[config.mk]
export PLATFORM = sky130hd
export DESIGN_NAME = row_param_sequencer
export DESIGN_NICKNAME = d
export VERILOG_FILES = /design/src/rtl/row_param_sequencer.sv
export SDC_FILE = /design/constraint.sdc
export NUM_CORES = 1
export LEC_CHECK = 0
export CAP_MARGIN = 20
export CORE_AREA = 2 2 118 165
export DETAILED_ROUTE_END_ITERATION = 8
export DIE_AREA = 0 0 120 167
export PLACE_DENSITY = 0.53
export SYNTH_ARGS = -nofsm -noshare
export SYNTH_HDL_FRONTEND = slang
export SYNTH_SLANG_ARGS = --single-unit
[constraint.sdc]
create_clock -name clk -period 5.3 [get_ports clk]
set_input_delay 0.53 -clock clk [delete_from_list [all_inputs] [get_ports clk]]
set_output_delay 0.53 -clock clk [all_outputs]
set_load 0.02 [all_outputs]
[src/rtl/row_param_sequencer.sv]
// Per-scanline perspective parameter sequencer: computes the line-constant scale and
// track row index using one shared restoring divider time-multiplexed over three divisions.
module row_param_sequencer #(
    parameter int DIV_W  = 24,
    parameter int ROW_H  = 80,
    parameter int PY_MIN = 35,
    parameter int PY_MAX = 479
) (
    input  logic        clk,
    input  logic        rst_n,
    input  logic        line_start,
    input  logic [9:0]  py,
    input  logic [8:0]  y_ball,
    output logic [15:0] scale,
    output logic [10:0] index_y,
    output logic        done,
    output logic        busy,
    output logic        overrun
);

    typedef enum logic [2:0] {
        IDLE, LOAD1, DIV1, LOAD2, DIV2, LOAD3, DIV3, COMMIT
    } state_t;

    localparam int          CW       = $clog2(DIV_W + 1);
    localparam logic [9:0]  PY_LO    = 10'(PY_MIN);
    localparam logic [9:0]  PY_HI    = 10'(PY_MAX);
    localparam logic [9:0]  ROW_H10  = 10'(ROW_H);
    localparam logic [DIV_W-1:0] SCALE_DVD = DIV_W'(480 << 8);

    state_t state, state_nxt;

    logic [CW-1:0]    cnt;
    logic             last_iter;
    logic [9:0]       py_q;
    logic [8:0]       y_q;
    logic [DIV_W-1:0] dvd;
    logic [9:0]       dvs;
    logic [9:0]       rem;
    logic [10:0]      trial;
    logic             q_bit;
    logic [9:0]       rem_nxt;
    logic [15:0]      scale_r;
    logic             inval_r;
    logic             py_ok;
    logic [9:0]       t;
    logic [15:0]      d2_dvd;
    logic [9:0]       sum;
    logic             sum_low;

    assign last_iter = (cnt == CW'(DIV_W - 1));
    assign py_ok     = (py >= PY_LO) && (py <= PY_HI);
    assign t         = 10'd480 - py_q;
    assign d2_dvd    = 16'(t) * 16'd85;
    // In LOAD3 the low bits of dvd hold the depth quotient from the second division.
    assign sum       = 10'(y_q) + 10'(dvd[6:0]);
    assign sum_low   = (sum < ROW_H10);

    // One restoring step: shift in the next dividend bit, subtract if it fits.
    always_comb begin
        trial   = {rem, dvd[DIV_W-1]};
        q_bit   = (trial >= {1'b0, dvs});
        rem_nxt = q_bit ? 10'(trial - {1'b0, dvs}) : trial[9:0];
    end

    always_ff @(posedge clk or negedge rst_n) begin
        if (!rst_n) state <= IDLE;
        else        state <= state_nxt;
    end

    always_comb begin
        state_nxt = state;
        unique case (state)
            IDLE:   if (line_start) state_nxt = py_ok ? LOAD1 : COMMIT;
            LOAD1:  state_nxt = DIV1;
            DIV1:   if (last_iter) state_nxt = LOAD2;
            LOAD2:  state_nxt = DIV2;
            DIV2:   if (last_iter) state_nxt = LOAD3;
            LOAD3:  state_nxt = DIV3;
            DIV3:   if (last_iter) state_nxt = COMMIT;
            COMMIT: state_nxt = IDLE;
            default: state_nxt = IDLE;
        endcase
    end

    always_comb begin
        busy = (state != IDLE);
    end

    always_ff @(posedge clk or negedge rst_n) begin
        if (!rst_n) begin
            cnt     <= '0;
            py_q    <= '0;
            y_q     <= '0;
            dvd     <= '0;
            dvs     <= '0;
            rem     <= '0;
            scale_r <= '0;
            inval_r <= 1'b0;
            scale   <= '0;
            index_y <= '1;
            done    <= 1'b0;
            overrun <= 1'b0;
        end else begin
            done    <= (state == COMMIT);
            overrun <= line_start && (state != IDLE);
            unique case (state)
                IDLE: begin
                    if (line_start) begin
                        py_q    <= py;
                        y_q     <= y_ball;
                        scale_r <= '0;
                        inval_r <= !py_ok;
                    end
                end
                LOAD1: begin
                    dvd <= SCALE_DVD;
                    dvs <= py_q;
                    rem <= '0;
                    cnt <= '0;
                end
                LOAD2: begin
                    scale_r <= dvd[15:0];
                    dvd     <= DIV_W'(d2_dvd);
                    dvs     <= 10'd450;
                    rem     <= '0;
                    cnt     <= '0;
                end
                LOAD3: begin
                    // Below one row height the third division still runs, on a zero dividend.
                    inval_r <= sum_low;
                    dvd     <= sum_low ? '0 : DIV_W'(sum - ROW_H10);
                    dvs     <= ROW_H10;
                    rem     <= '0;
                    cnt     <= '0;
                end
                DIV1, DIV2, DIV3: begin
                    dvd <= {dvd[DIV_W-2:0], q_bit};
                    rem <= rem_nxt;
                    cnt <= cnt + 1'b1;
                end
                COMMIT: begin
                    scale   <= scale_r;
                    index_y <= inval_r ? 11'h7FF : dvd[10:0];
                end
                default: ;
            endcase
        end
    end

endmodule

Word level (Yosys, flattened, before mapping):

Cells that the tools add are included.

* bits in registers: 117
* bits in latches: 0
* bits in writable memories: 0
* bits in read-only memories: 0
* input port bits: 22
* output and inout bits: 30
* word-level logic and storage cells: 68
* memories kept: 0

* add/sub/neg operators: 5
* $mul: 1
* divide/modulo/power cells: 0
* magnitude comparators: 4
* eq/ne operators: 12
* shift operators: 0
* mux-type cells: 17
* bitwise gates (word level): 0
* reductions and logical operators: 16

Operators by type and width (count)
* 24-bit case mux with 4 select lines: 1
* 16-bit case mux with 2 select lines: 1
* 10-bit case mux with 3 select lines: 1
* 24-bit two-way mux: 1
* 3-bit case mux with 8 select lines: 1
* 10-bit case mux with 2 select lines: 1
* 10-bit by 7-bit multiplier with 16-bit output (second input constant): 1
* 16-bit two-way mux: 1
* 3-bit two-way mux: 5
* 3-bit equality test (second input constant): 4
* 11-bit by 10-bit greater-or-equal comparator with 1-bit output: 1
* 11-bit two-way mux: 1
* 10-bit by 7-bit subtractor with 11-bit output (second input constant): 1
* 9-bit by 7-bit adder with 10-bit output: 1
* 10-bit by 6-bit greater-or-equal comparator with 1-bit output (second input constant): 1
* 10-bit by 9-bit less-or-equal comparator with 1-bit output (second input constant): 1
* 10-bit by 7-bit less-than comparator with 1-bit output (second input constant): 1
* 10-bit two-way mux: 1
* 5-bit case mux with 2 select lines: 1
* 10-bit subtractor: 1
* 9-bit by 10-bit subtractor with 10-bit output (first input constant): 1
* 2-bit != test (second input constant): 4
* 3-bit by 2-bit equality test with 1-bit output (second input constant): 2
* 2-bit AND reduction: 3
* 13 further kinds: 18

Longest topological paths before layout:

* depth in word-level cells: 5
* gate-level depth with buffers: 20
* mapped depth without buffers: 20

Worst setup path before layout:

OpenSTA, ideal clock, no wires.

* path kind: flip-flop to flip-flop
* from: reg py_q[0]
* to: reg dvd[14]
* setup time: 0.130 ns
* data arrival time: 4.460 ns
* data required time: 5.170 ns
* slack: 0.710 ns
* cell stages (with the launch flop): 19
* buffers on the path: 0
* period minus slack after synthesis: 4.590 ns
* cells stage by stage: dfrtp_1 -> or4_4 -> o211ai_2 -> xor2_1 -> inv_1 -> fa_1 -> inv_1 -> ha_1 -> inv_1 -> fa_1 -> inv_1 -> ha_1 -> o21a_1 -> o21ai_0 -> or3_1 -> o21ai_1 -> xor2_1 -> a2111oi_2 -> a21oi_1

* longest elaborated chain between the ends: 3

Ends and longest elaborated chain
* start, declared: RTL line 35 `logic [9:0] py_q;`
* start signal, assigned: RTL line 110 `py_q <= py;`
* 9-bit by 10-bit subtractor with 10-bit output: RTL line 53 `assign t = 10'd480 - py_q;`
* 10-bit by 7-bit multiplier with 16-bit output: RTL line 54 `assign d2_dvd = 16'(t) * 16'd85;`
* 24-bit case mux with 4 select lines: RTL line 107 `unique case (state)`
* end signal, assigned: RTL line 124 `dvd <= DIV_W'(d2_dvd);`
* end signal, assigned: RTL line 132 `dvd <= sum_low ? '0 : DIV_W'(sum - ROW_H10);`
* end signal, assigned: RTL line 138 `dvd <= {dvd[DIV_W-2:0], q_bit};`
* end, declared: RTL line 37 `logic [DIV_W-1:0] dvd;`

No other way between the ends.
A chain may end at the register's enable or synchronous reset.

Final worst setup path:

Ends and elaborated chain as after synthesis.

==> run_results.csv <==
group,metric,value,unit
synth,synthMuxAreaShare,1.56,%
timing,rsz0062_at_grt,"no",
clock_network,h-tree-depth,4,
synth,syn_area,7290,µm²
timing,setup_tns,0,ps
clock_network,clockRootBuffer,"clkbuf_16",
timing,relSlewSlack,37.1,%
cells_and_area,final-seq-area,2940,µm²
cells_and_area,insertedDiodeCount,0,
synth,yosysWarnings,0,
timing,hold_viol,0,
clock_network,hold_buffers,0,
outcome,run_status,"complete, no violations",
timing,period_share,91.6,%
critical_path,critPathKind,"register to register",
place,dp_hpwl,13.5,mm
synth,synth-seq-area-share,40.4,%
clock_network,cts_setup_buffers,0,
synth,synthXorXnorAreaFrac,4.31,%
critical_path,crit_path_end_kind,"register",
clock_network,cts_buffer_depth,2,
run,maxCapViolCount,0,
timing,setup_violations,0,
clock_network,cts.clk_slew.worst_paths,60,ps
detailed_routing,vias_per_cell,5.29,
clock_network,cts_tree,"yes",
floorplan,core,18500,µm²
global_routing,antenna_found_initial,0,
synth,synthDistinctLibCells,74,
floorplan,dieArea,20000,µm²
synth,synth.net_count,905,
detailed_routing,wl_met3,503,µm
place,gp_congestion,0.868,
timing,fin_skew,10.6,ps
cells_and_area,multi_input_area,3960,µm²
synth,synth_cells,814,
synth,syn_area_per_cell,8.96,µm²
hold_path,hold_path.class,"input pin to async pin",
clock_network,cts_buffers,17,
synth,synth_enable_flop_cells,0,
detailed_routing,drc,0,
critical_path,cp-start-kind,"register",
detailed_routing,highest_layer,"met4",
synth,synthFlopType,"dfrtp_1",
detailed_routing,routed_wirelength,18.5,mm
critical_path,arrival,5150,ps
detailed_routing,firstDrtPassIters,9,
clock_network,cts_resized,0,
detailed_routing,drt_iter0_drc,457,
detailed_routing,wl_met2,9.24,mm
critical_path,reg2reg_from,"py_q[0]",
detailed_routing,wl_per_cell,16.5,µm
critical_path,critPathMaxFanout,6,
clock_network,worstSkewPairLatency,420,ps
critical_path,endpoint,"dvd[14]",
critical_path,ff2ff_setup_slack,440,ps
detailed_routing,met1Wirelength,8.23,mm
floorplan,num_rows,59,
timing,fmax,206,MHz
cells_and_area,drive_gt1_share,8.60,%
global_routing,gr-total-overflow,0,
global_routing,grt_pass1_wl,31.0,mm
floorplan,pin_count,52,
synth,synth_top_family_by_area,"compound AO/OA/AOI/OAI gates",
global_routing,grtUsageTotal,19.6,%
synth,synthAdderAreaFrac,13.0,%
global_routing,grt_pass1_vias,6007,
critical_path,worstReg2RegEnd,"dvd[14]",
synth,synth-seq-cells,117,
global_routing,grt_start_max_net_pins,63,
clock_network,numClockSinks,117,
synth,async_flop_share,100,%
detailed_routing,final_antenna_net_count,0,
cells_and_area,fill_cells,1781,
timing,min_period,4860,ps
synth,yosys.area_share.simple,17.4,%
timing,worstMarginPinSlew,934,ps
detailed_routing,vias,5903,
cells_and_area,area_delta_synth_final,18.7,%
synth,synth-compound-area-share,18.0,%
timing,slew_violations,0,
floorplan,die_x,120,µm
critical_path,r2r_cells,15,
critical_path,required,5590,ps
critical_path,critPathLaunch,"py_q[0]",
floorplan,start_util,39.3,%
floorplan,die_y,167,µm
place,port_buffers,51,
cells_and_area,nNetsFinal,950,
==> worst min-delay path by stage <==
stage	startpoint	to	slack (ps)
final	rst_n	py_q[5]	170
after global routing	rst_n	py_q[5]	220
after CTS	rst_n	dvs[9]	190
after detailed placement	scale_r[10]	scale[10]	460
after global placement	scale_r[10]	scale[10]	460
after floorplan	rst_n	cnt[0]	230
==> layer usage <==
layer	vias to the layer above	global-route usage, %
met5	-	0
met4	0	7.62
met3	28	3.29
met2	109	33.3
met1	2883	24.6
li1	2883	-
==> cells in the mapped netlist, types with 11 or more instances <==
library cell / number / area (µm²)
o21ai_0: 70 / 350
xor2_1: 14 / 123
nor2_1: 50 / 188
nand2b_1: 11 / 68.8
nor3_1: 11 / 55.1
dfrtp_1: 106 / 2650
inv_1: 66 / 248
nand2_1: 187 / 702
fa_1: 11 / 220
ha_1: 58 / 726
xnor2_1: 20 / 175
clkbuf_1: 26 / 97.6
a21oi_1: 20 / 100
dfstp_2: 11 / 289
==> critical path, cell delays in order, from the launching register on <==
cell and delay [ps]:
dfrtp_1 430, or4_4 570, nor2_1 190, xor2_1 260, inv_1 80, fa_1 520
xor2_1 330, inv_1 150, fa_1 460, ha_1 240, or3_1 390, nor3_1 340
o21ai_1 120, xor2_1 170, a2111oi_2 360, a21oi_1 110
==> logic make-up after synthesis <==
group	Yosys count
simple gates	295
compound gates	185
flops	117
buf+inv	102
fa+ha+maj	69
xor+xnor	35
mux	11
==> sequential cells by signal, indices dropped and copies added (netlist names) <==
| register | cells |
|---|---|
| rem | 10 |
| inval_r | 1 |
| py_q | 10 |
| cnt | 5 |
| overrun | 1 |
| index_y | 11 |
| dvs | 10 |
| done | 1 |
| y_q | 9 |
| dvd | 24 |
| scale_r | 16 |
| state | 3 |
| scale | 16 |
==> cells in the final DEF, fill, tap and decap left out, types with 12 or more instances in the layout <==
cell,netlist,routed
nand2_1,187,187
nor2_1,50,49
clkdlybuf4s50_1,0,50
clkbuf_16,0,17
ha_1,58,58
inv_1,66,66
buf_4,0,12
a21oi_1,20,20
dfrtp_1,106,106
o21ai_0,70,70
xnor2_1,20,20
xor2_1,14,14
==> metrics by stage <==
| stage | cell area [µm²] | std cells | hold slack [ps] | util (%) | setup WS, ps |
|---|---|---|---|---|---|
| floorplan | 7290 | 814 | 234 | - | 710 |
| global placement | 8050 | 1084 | 457 | 43.4 | 562 |
| detailed placement | 8050 | 1084 | 458 | 43.4 | 463 |
| CTS | 8650 | 1116 | 190 | 46.7 | 433 |
| global route | 8650 | 1116 | 222 | 46.7 | 84.7 |
| finish | 8650 | 1116 | 166 | 46.7 | 444 |
==> area by class of cell <==
type	count	share of cell area, %
multi-input cells	595	45.8
flip-flops and latches	117	34.0
repair buffers	62	6.83
clock buffers	22	5.60
well taps	244	3.53
inverters	66	2.86
clock inverters	10	1.42
Power is left out: the tool's default activity adds up to more than one toggle a clock period on the data nets, which glitch-free logic cannot reach.
